==> src/rtl/fetch_queue_pkg.sv <==
// rtl/fetch_queue_pkg.sv - shared core constants for the fetch front end
// Holds the canonical NOP encoding and the default reset PC so decode and
// pipeline-register logic agree with the fetch queue on both values.
package fetch_queue_pkg;

    // addi x0, x0, 0 -- presented on the decode side whenever nothing is queued
    localparam logic [31:0] NOP_INSTR        = 32'h00000013;
    localparam logic [31:0] RESET_PC_DEFAULT = 32'h01000000;

endpackage

==> src/rtl/fetch_fifo.sv <==
// rtl/fetch_fifo.sv - fetched-instruction storage queue with flush
// Ports:
//   clock, reset       rising-edge clock, synchronous active-high reset
//   flush              drop every queued entry at this edge
//   push, push_data    write an entry at the tail (ignored when full)
//   pop                retire the head entry (ignored when empty)
//   head_data          current head entry, taken straight from the storage flops
//   head_valid         queue holds at least one entry
//   count              number of queued entries, 0..DEPTH
module fetch_fifo #(
    parameter int WIDTH = 64,
    parameter int DEPTH = 4
) (
    input  logic                     clock,
    input  logic                     reset,
    input  logic                     flush,
    input  logic                     push,
    input  logic [WIDTH-1:0]         push_data,
    input  logic                     pop,
    output logic [WIDTH-1:0]         head_data,
    output logic                     head_valid,
    output logic [$clog2(DEPTH):0]   count
);

    localparam int PW = $clog2(DEPTH);
    localparam logic [PW:0] FULL_COUNT = (PW + 1)'(DEPTH);

    logic [WIDTH-1:0] mem [DEPTH];
    logic [PW-1:0]    rd_ptr;
    logic [PW-1:0]    wr_ptr;
    logic             do_push;
    logic             do_pop;

    assign do_push    = push && (count != FULL_COUNT);
    assign do_pop     = pop && (count != '0);
    assign head_data  = mem[rd_ptr];
    assign head_valid = (count != '0);

    // Pointers wrap naturally because DEPTH is a power of two.
    always_ff @(posedge clock) begin
        if (reset || flush) begin
            rd_ptr <= '0;
            wr_ptr <= '0;
            count  <= '0;
        end else begin
            if (do_push) wr_ptr <= wr_ptr + 1'b1;
            if (do_pop)  rd_ptr <= rd_ptr + 1'b1;
            case ({do_push, do_pop})
                2'b10:   count <= count + 1'b1;
                2'b01:   count <= count - 1'b1;
                default: count <= count;
            endcase
        end
    end

    // Storage needs no reset; stale slots are unreachable once the pointers clear.
    always_ff @(posedge clock) begin
        if (do_push) mem[wr_ptr] <= push_data;
    end

endmodule

==> src/rtl/fetch_queue.sv <==
// rtl/fetch_queue.sv - instruction fetch PC generator with latency-tracked decode queue
// Ports:
//   clock, reset                   rising-edge clock, synchronous active-high reset
//   imem_address, imem_enable      fetch request to instruction memory
//   imem_data                      instruction returned MEM_LAT cycles after its request
//   redirect_valid, redirect_pc    taken branch/jump: flush everything, refetch from redirect_pc
//   dec_valid, dec_instr, dec_pc   head entry offered to decode
//   dec_ready                      decode consumes the head this cycle
//   occupancy                      number of queued entries
module fetch_queue
    import fetch_queue_pkg::*;
#(
    parameter int                DATAW     = 32,
    parameter logic [DATAW-1:0]  BASE_ADDR = DATAW'(RESET_PC_DEFAULT),
    parameter int                DEPTH     = 4,
    parameter int                MEM_LAT   = 1
) (
    input  logic                     clock,
    input  logic                     reset,
    output logic [DATAW-1:0]         imem_address,
    output logic                     imem_enable,
    input  logic [DATAW-1:0]         imem_data,
    input  logic                     redirect_valid,
    input  logic [DATAW-1:0]         redirect_pc,
    input  logic                     dec_ready,
    output logic                     dec_valid,
    output logic [DATAW-1:0]         dec_instr,
    output logic [DATAW-1:0]         dec_pc,
    output logic [$clog2(DEPTH):0]   occupancy
);

    localparam int CW = $clog2(DEPTH) + 1;

    logic [DATAW-1:0]   fetch_pc;
    logic               tag_valid [MEM_LAT];
    logic [DATAW-1:0]   tag_pc    [MEM_LAT];
    logic [CW-1:0]      inflight;
    logic [CW:0]        committed;
    logic               push;
    logic               pop;
    logic [2*DATAW-1:0] head_data;
    logic               head_valid;

    // Every valid tag, including the one returning this cycle, already owns a
    // queue slot, so requests are only issued while a free slot remains.
    always_comb begin
        inflight = '0;
        for (int i = 0; i < MEM_LAT; i++) begin
            inflight = inflight + CW'(tag_valid[i]);
        end
    end

    assign committed    = {1'b0, occupancy} + {1'b0, inflight};
    assign imem_address = fetch_pc;
    assign imem_enable  = !reset && !redirect_valid && (committed < (CW + 1)'(DEPTH));

    // A redirect overrides any return or pop landing on the same edge.
    assign push = tag_valid[MEM_LAT-1] && !redirect_valid;
    assign pop  = dec_valid && dec_ready && !redirect_valid;

    always_ff @(posedge clock) begin
        if (reset) begin
            fetch_pc <= BASE_ADDR;
            for (int i = 0; i < MEM_LAT; i++) tag_valid[i] <= 1'b0;
        end else if (redirect_valid) begin
            fetch_pc <= redirect_pc & ~DATAW'(3);
            for (int i = 0; i < MEM_LAT; i++) tag_valid[i] <= 1'b0;
        end else begin
            if (imem_enable) fetch_pc <= fetch_pc + DATAW'(4);
            tag_valid[0] <= imem_enable;
            for (int i = 1; i < MEM_LAT; i++) tag_valid[i] <= tag_valid[i-1];
        end
    end

    // PCs ride alongside the valid bits; they are only consumed when valid.
    always_ff @(posedge clock) begin
        tag_pc[0] <= fetch_pc;
        for (int i = 1; i < MEM_LAT; i++) tag_pc[i] <= tag_pc[i-1];
    end

    fetch_fifo #(
        .WIDTH (2 * DATAW),
        .DEPTH (DEPTH)
    ) u_fifo (
        .clock      (clock),
        .reset      (reset),
        .flush      (redirect_valid),
        .push       (push),
        .push_data  ({tag_pc[MEM_LAT-1], imem_data}),
        .pop        (pop),
        .head_data  (head_data),
        .head_valid (head_valid),
        .count      (occupancy)
    );

    assign dec_valid = head_valid;
    assign dec_instr = head_valid ? head_data[DATAW-1:0]       : DATAW'(NOP_INSTR);
    assign dec_pc    = head_valid ? head_data[2*DATAW-1:DATAW] : '0;

endmodule

==> config.mk <==
export PLATFORM = sky130hd
export DESIGN_NAME = fetch_queue
export DESIGN_NICKNAME = d
export VERILOG_FILES = /design/src/rtl/fetch_queue_pkg.sv /design/src/rtl/fetch_fifo.sv /design/src/rtl/fetch_queue.sv
export SDC_FILE = /design/constraint.sdc
export NUM_CORES = 1
export LEC_CHECK = 0
export ABC_AREA = 1
export BUFFER_PORTS_ARGS = -buffer_cell sky130_fd_sc_hd__buf_2
export CAP_MARGIN = 30
export CELL_PAD_IN_SITES_DETAIL_PLACEMENT = 1
export CELL_PAD_IN_SITES_GLOBAL_PLACEMENT = 1
export CORE_UTILIZATION = 25
export CTS_BUF_LIST = sky130_fd_sc_hd__clkbuf_8
export DETAILED_ROUTE_END_ITERATION = 6
export PLACE_DENSITY_LB_ADDON = 0.1
export SLEW_MARGIN = 10
export SYNTH_ARGS = -nofsm -noshare
export SYNTH_HDL_FRONTEND = slang
export SYNTH_SLANG_ARGS = --single-unit
==> constraint.sdc <==
create_clock -name clock -period 11.38 [get_ports clock]
set_input_delay 2.276 -clock clock [delete_from_list [all_inputs] [get_ports clock]]
set_output_delay 2.276 -clock clock [all_outputs]
set_load 0.02 [all_outputs]
After elaboration in Yosys (flattened, before gate mapping)
Memories as Yosys holds them, arrays and structs flattened. A register that Yosys moved wholly into a read port is not among the register bits. Cells that the tools add are included.

Muxes and demuxes: 21. Magnitude comparators: 1. Equality and inequality tests: 3. $add $sub $neg: 6. Reduce and logical (&&, ||, !) cells: 16.

Operator list (count): $mux W32 (4); $add A32 B3 Y32 const B (1); $mux W1 (14); $logic_and A1 B1 Y1 (7); $pmux W3 S2 (1); $add A2 B1 Y2 const B (2); $add A3 B1 Y4 (1); $lt A4 B3 Y1 const B (1); $mux W2 (2); $reduce_bool A2 Y1 (2); $add A3 B1 Y3 const B (1); $ne A3 B3 Y1 const B (1); $reduce_bool A3 Y1 (1); $sub A3 B1 Y3 const B (1); $eq A2 B1 Y1 const B (1); $eq A2 B2 Y1 const B (1); $logic_not A1 Y1 (2); $reduce_or A1 Y1 (2); $reduce_or A2 Y1 (1); $logic_or A1 B1 Y1 (1).

Memory bits (writable): 289. Register bits after elaboration: 39. Memories kept: 3. Output and inout bits: 101. Word-level logic and storage cells: 55. Input bits: 68.

Memory list: u_fifo.mem (words 4, width 64, read ports 1, clocked after memory_dff 1, wr ports 1, line fetch_fifo.sv:28) `logic [WIDTH-1:0] mem [DEPTH];`; tag_pc (words 1, width 32, read ports 1, clocked after memory_dff 0, wr ports 1, line fetch_queue.sv:36) `logic [DATAW-1:0] tag_pc [MEM_LAT];`; tag_valid (words 1, width 1, read ports 1, clocked after memory_dff 0, wr ports 1, line fetch_queue.sv:35) `logic tag_valid [MEM_LAT];`.

Logic depth before layout (Yosys ltp)
Depth in word-level cells: 6. Depth in mapped cells: 11. Gate-level depth less buffers: 10.

Modules after synthesis
Synthesis repeated with hierarchy kept, for this count alone.

Cells, all modules: 1194. Area, all modules: 13250.2 um2.

By module, submodules not included: fetch_fifo (cells each 688, area each 9975.8 um2, seq. area each 7867.5 um2, instances 1); fetch_queue (cells each 506, area each 3274.4 um2, seq. area each 1231.2 um2, instances 1).

Worst setup path after synthesis
OpenSTA, ideal clock, no wires.

Kind: input-to-reg. Start point: in redirect_valid. End point: mem u_fifo.mem[0][0] (enable). Stages on the path: 4. Setup time: 0.482 ns. Buffers on the path: 1. Arrival: 5.358 ns. Required time: 10.898 ns. Path slack: 5.540 ns. Cell sequence: buf_4 > inv_1 > nand3_1 > nor2_1.

Longest elaborated chain between the ends: 5.

Ends and longest elaborated chain: start: declaration (line fetch_queue.sv:23) `input logic redirect_valid,`; $logic_not A1 Y1 (line fetch_queue.sv:58) `assign push = tag_valid[MEM_LAT-1] && !redirect_valid;`; $logic_and A1 B1 Y1 (line fetch_queue.sv:58); $logic_and A1 B1 Y1 (line fetch_fifo.sv:34) `assign do_push = push && (count != FULL_COUNT);`; $mux W1 (line fetch_fifo.sv:58) `if (do_push) mem[wr_ptr] <= push_data;`; $mux W1 (not written as such) (line fetch_fifo.sv:58); end: declaration (line fetch_fifo.sv:28).

No other way between the ends.

Final worst setup path
Start point: in redirect_valid. End point: out imem_enable.

Longest elaborated chain between the ends: 3.

Ends and longest elaborated chain: $logic_not A1 Y1 (line fetch_queue.sv:55) `assign imem_enable = !reset && !redirect_valid && (committed < (CW + 1)'(DEPTH));`; $logic_and A1 B1 Y1 (2 in a row) (line fetch_queue.sv:55); end: declaration (line fetch_queue.sv:21) `output logic imem_enable,`.

No other way between the ends.

==> flow_summary.toml <==
[status]
status = "finished, violations left"
violations = "DRC"

[sta]
setup_viol = 0
finalClockSkew_ns = 0.0301
tightest_slew_ns = 0.894
fin_crit_sh_pct = 49.5
rsz0062_at_grt = "false"
fmax_mhz = 177
slew_viol_final = 0
fin_hold_ws_ns = 0.452
hold_violations = 0
finalSetupTns_ns = 0
maxSlewHeadroom_pct = 40.3
finalWorstPathRequiredPeriod_ns = 5.64

[floorplan]
start_util_pct = 25.3
die-area_um2 = 52700
die_x_um = 230
ioPinCount = 169
core_area_um2 = 51200
die_h_um = 230
rows = 83

[layout]
fin_cells = 2120
antennaDiodeCount = 0
multi_input_area_um2 = 3580
syn_to_final_growth_pct = 22.0
drive_above_1_share_pct = 20.5
final_nets = 1468
seq_area_um2 = 8870
fillers = 5808

[synth]
ys_async_sr_fraction_pct = 0
netlist_area_um2 = 12900
synth-adder-area-share_pct = 0.735
yosysWarnings = 0
synth-compound-area-share_pct = 9.88
yosys-top-cells-count = "nor2_1 (290), edfxtp_1 (249), nand2_1 (150), o21ai_0 (145), a21oi_1 (91)"
syn_area_per_cell_um2 = 10.7
synth_top_family_by_area = "simple AND/OR/NAND/NOR gates"
synth_ff_type = "edfxtp_1"
yosysUniqueCellTypes = 35
synth_area_leader_cell = "edfxtp_1"
synthMuxAreaShare_pct = 0
synth_seq_cells = 318
ys_top_cells_by_area = "edfxtp_1 (58%), dfxtp_1 (11%), nor2_1 (8.4%), o21ai_0 (5.6%), nand2_1 (4.4%)"
synth_top_area_share_pct = 57.8
synthXorXnorAreaFrac_pct = 0.812
synth_edf_count = 249
ys_seq_area_share_pct = 68.4
yosys.area_share.simple_pct = 15.8
yosys.cell_count.top_type = "nor2_1"
synthCells = 1214

[worst_setup_path]
reg2reg_from = "u_fifo.count[0]$_SDFFE_PN0P_"
crit_path_start_kind = "primary input"
cp_common_cell = "buf_2"
worstPathCellList = "buf_2, nor2_8, nand3_2, inv_2, buf_2"
critPathCaptureType = "primary output"
cpPeakStageDelay_ns = 0.56
crit_required_ns = 9.10
cp_max_fo = 33
rrSetupSlack_ns = 8.21
critPathSlowestCell = "buf_2"
rr_endpoint = "u_fifo.mem[3][31]$_DFFE_PP_"
criticalPathCategory = "in -> out"
rr_worst_depth = 5
cp.arrival_ns = 3.36

[global_route]
first_global_vias = 9599
use_met1_pct = 18.1
use_met2_pct = 25.5
use_met3_pct = 3.05
grt_pass1_wl_um = 58400
gr-max-usage-layer = "met2"
grt_max_degree = 71
grtUsageTotal_pct = 14.7
overflow = 0
antenna_found_initial = 1

[cts]
clk_pin_slew_ns = 0.07
holdBufCountCts = 0
root_buffer = "clkbuf_8"
clock-sinks = 318
cts_tree = "yes"
cts_resized = 0
clock_insertion_delay_worst_skew_ns = 0.64
htreeDepth = 2
cts.path.max_buffers = 3
cts_setup_buffers = 0
numCtsBuffers = 59

[min_path]
holdCritPathClass = "reg -> reg"
hp-start = "imem_address[9]$_SDFFE_PP0P_"
min_delay_worst_endpoint = "tag_pc[0][9]$_DFF_P_"
min_path_cells = 0

[power]
p_sw_mw = 0.612
pwr_density_cell_nw_per_um2 = 164
p_leak_nw = 5.95
comb_power_share_pct = 5.3
internal_power_mw = 1.97
power_frac_clock_pct = 44.1
p_seq_share_pct = 50.7
swShare_pct = 23.7
ir_drop_uv = 68.8

[route]
drtIter0Drc = 324
ant_nets = 0
drcViolationCount = 2
routed_wl_um = 38700
firstDrtPassIters = 6
vias = 9109
wl_per_cell_um = 18.2
viasPerCell = 4.30

[place]
dpl.hpwl_um = 23600
place_congestion = 0.742
placed_cells = 2011
numPortBuffers = 162

[run]
max-cap-violations = 0
==> stage by stage <==
stage                     util (%)  setup slack, ns  total power [mW]  cell area (um^2)
final                         30.9             5.74              2.59             15800
after global routing          30.9             5.63              2.70             15800
after CTS                     30.8             5.66              2.64             15800
after detailed placement      28.4             5.66              1.47             14500
after global placement        28.2             5.67              1.47             14400
after floorplan                  -             5.54              1.40             13000
==> sequential cells by signal (all words and copies together), names as in the netlist, named ones only <==
name and cells:
u_fifo.mem 248, u_fifo.count 3, tag_valid 1, u_fifo.wr_ptr 2
imem_address 30, u_fifo.rd_ptr 2, tag_pc 30
==> area by class of cell <==
class	instances	area share (%)
Clock buffer	67	5.84
Clock inverter	41	1.92
Inverter	68	1.63
Multi-Input combinational cell	769	22.7
Sequential cell	318	56.1
Tap cell	680	5.39
Timing Repair Buffer	177	6.43
==> worst max-delay path, delay by kind of cell <==
kind	cells	cell delay (ns)
AND/OR/NAND/NOR	2	0.28
buffers and inverters	3	0.80
==> cell families after synthesis <==
| logic type | after synthesis |
|---|---|
| AO/OA/AOI/OAI | 250 |
| XOR/XNOR | 12 |
| adder cells (fa/ha/maj) | 7 |
| buffers and inverters | 130 |
| flip-flops | 318 |
| other | 2 |
| AND/OR/NAND/NOR | 495 |
==> power groups by stage <==
stage | clock network, mW | logic, mW | registers [mW]
final | 1.14 | 0.136 | 1.31
after global routing | 1.23 | 0.152 | 1.31
after CTS | 1.19 | 0.140 | 1.31
after detailed placement | 0 | 0.139 | 1.34
after global placement | 0 | 0.137 | 1.34
after floorplan | 0 | 0.0720 | 1.33
==> metal layers <==
layer	up-vias	wire length, um
li1	4479	-
met1	4395	17300
met2	170	18900
met3	65	1620
met4	0	860
met5	-	0
==> placed cells by master (no fill, tap or decap), types with 3 or more instances in the layout <==
master,netlist,final
edfxtp_1,249,249
buf_4,7,10
xor2_1,9,9
nor2_1,290,286
clkinv_1,0,5
ha_1,6,6
xnor2_1,3,3
nor2_2,5,5
dfxtp_1,69,67
a31oi_1,4,4
nand3_1,26,26
clkinv_2,0,8
conb_1,2,5
inv_1,64,85
clkbuf_8,0,67
bufinv_16,0,5
nand2_2,5,5
o311ai_0,3,3
nand2_4,3,3
o21ai_0,145,145
buf_2,19,162
o21ai_1,3,3
nand2_1,150,150
inv_2,4,3
a21oi_1,91,91
buf_16,0,4
nor2_4,8,12
==> how the worst max path moves through the flow <==
stage	cells after the start	startpoint	endpoint
finish	5	redirect_valid	imem_enable
global route	5	redirect_valid	imem_enable
CTS	5	redirect_valid	imem_enable
detailed placement	5	redirect_valid	imem_enable
global placement	5	redirect_valid	imem_enable
floorplan	4	redirect_valid	u_fifo.mem[0][0]$_DFFE_PP_
No activity file was read; power rests on OpenSTA's default activity.
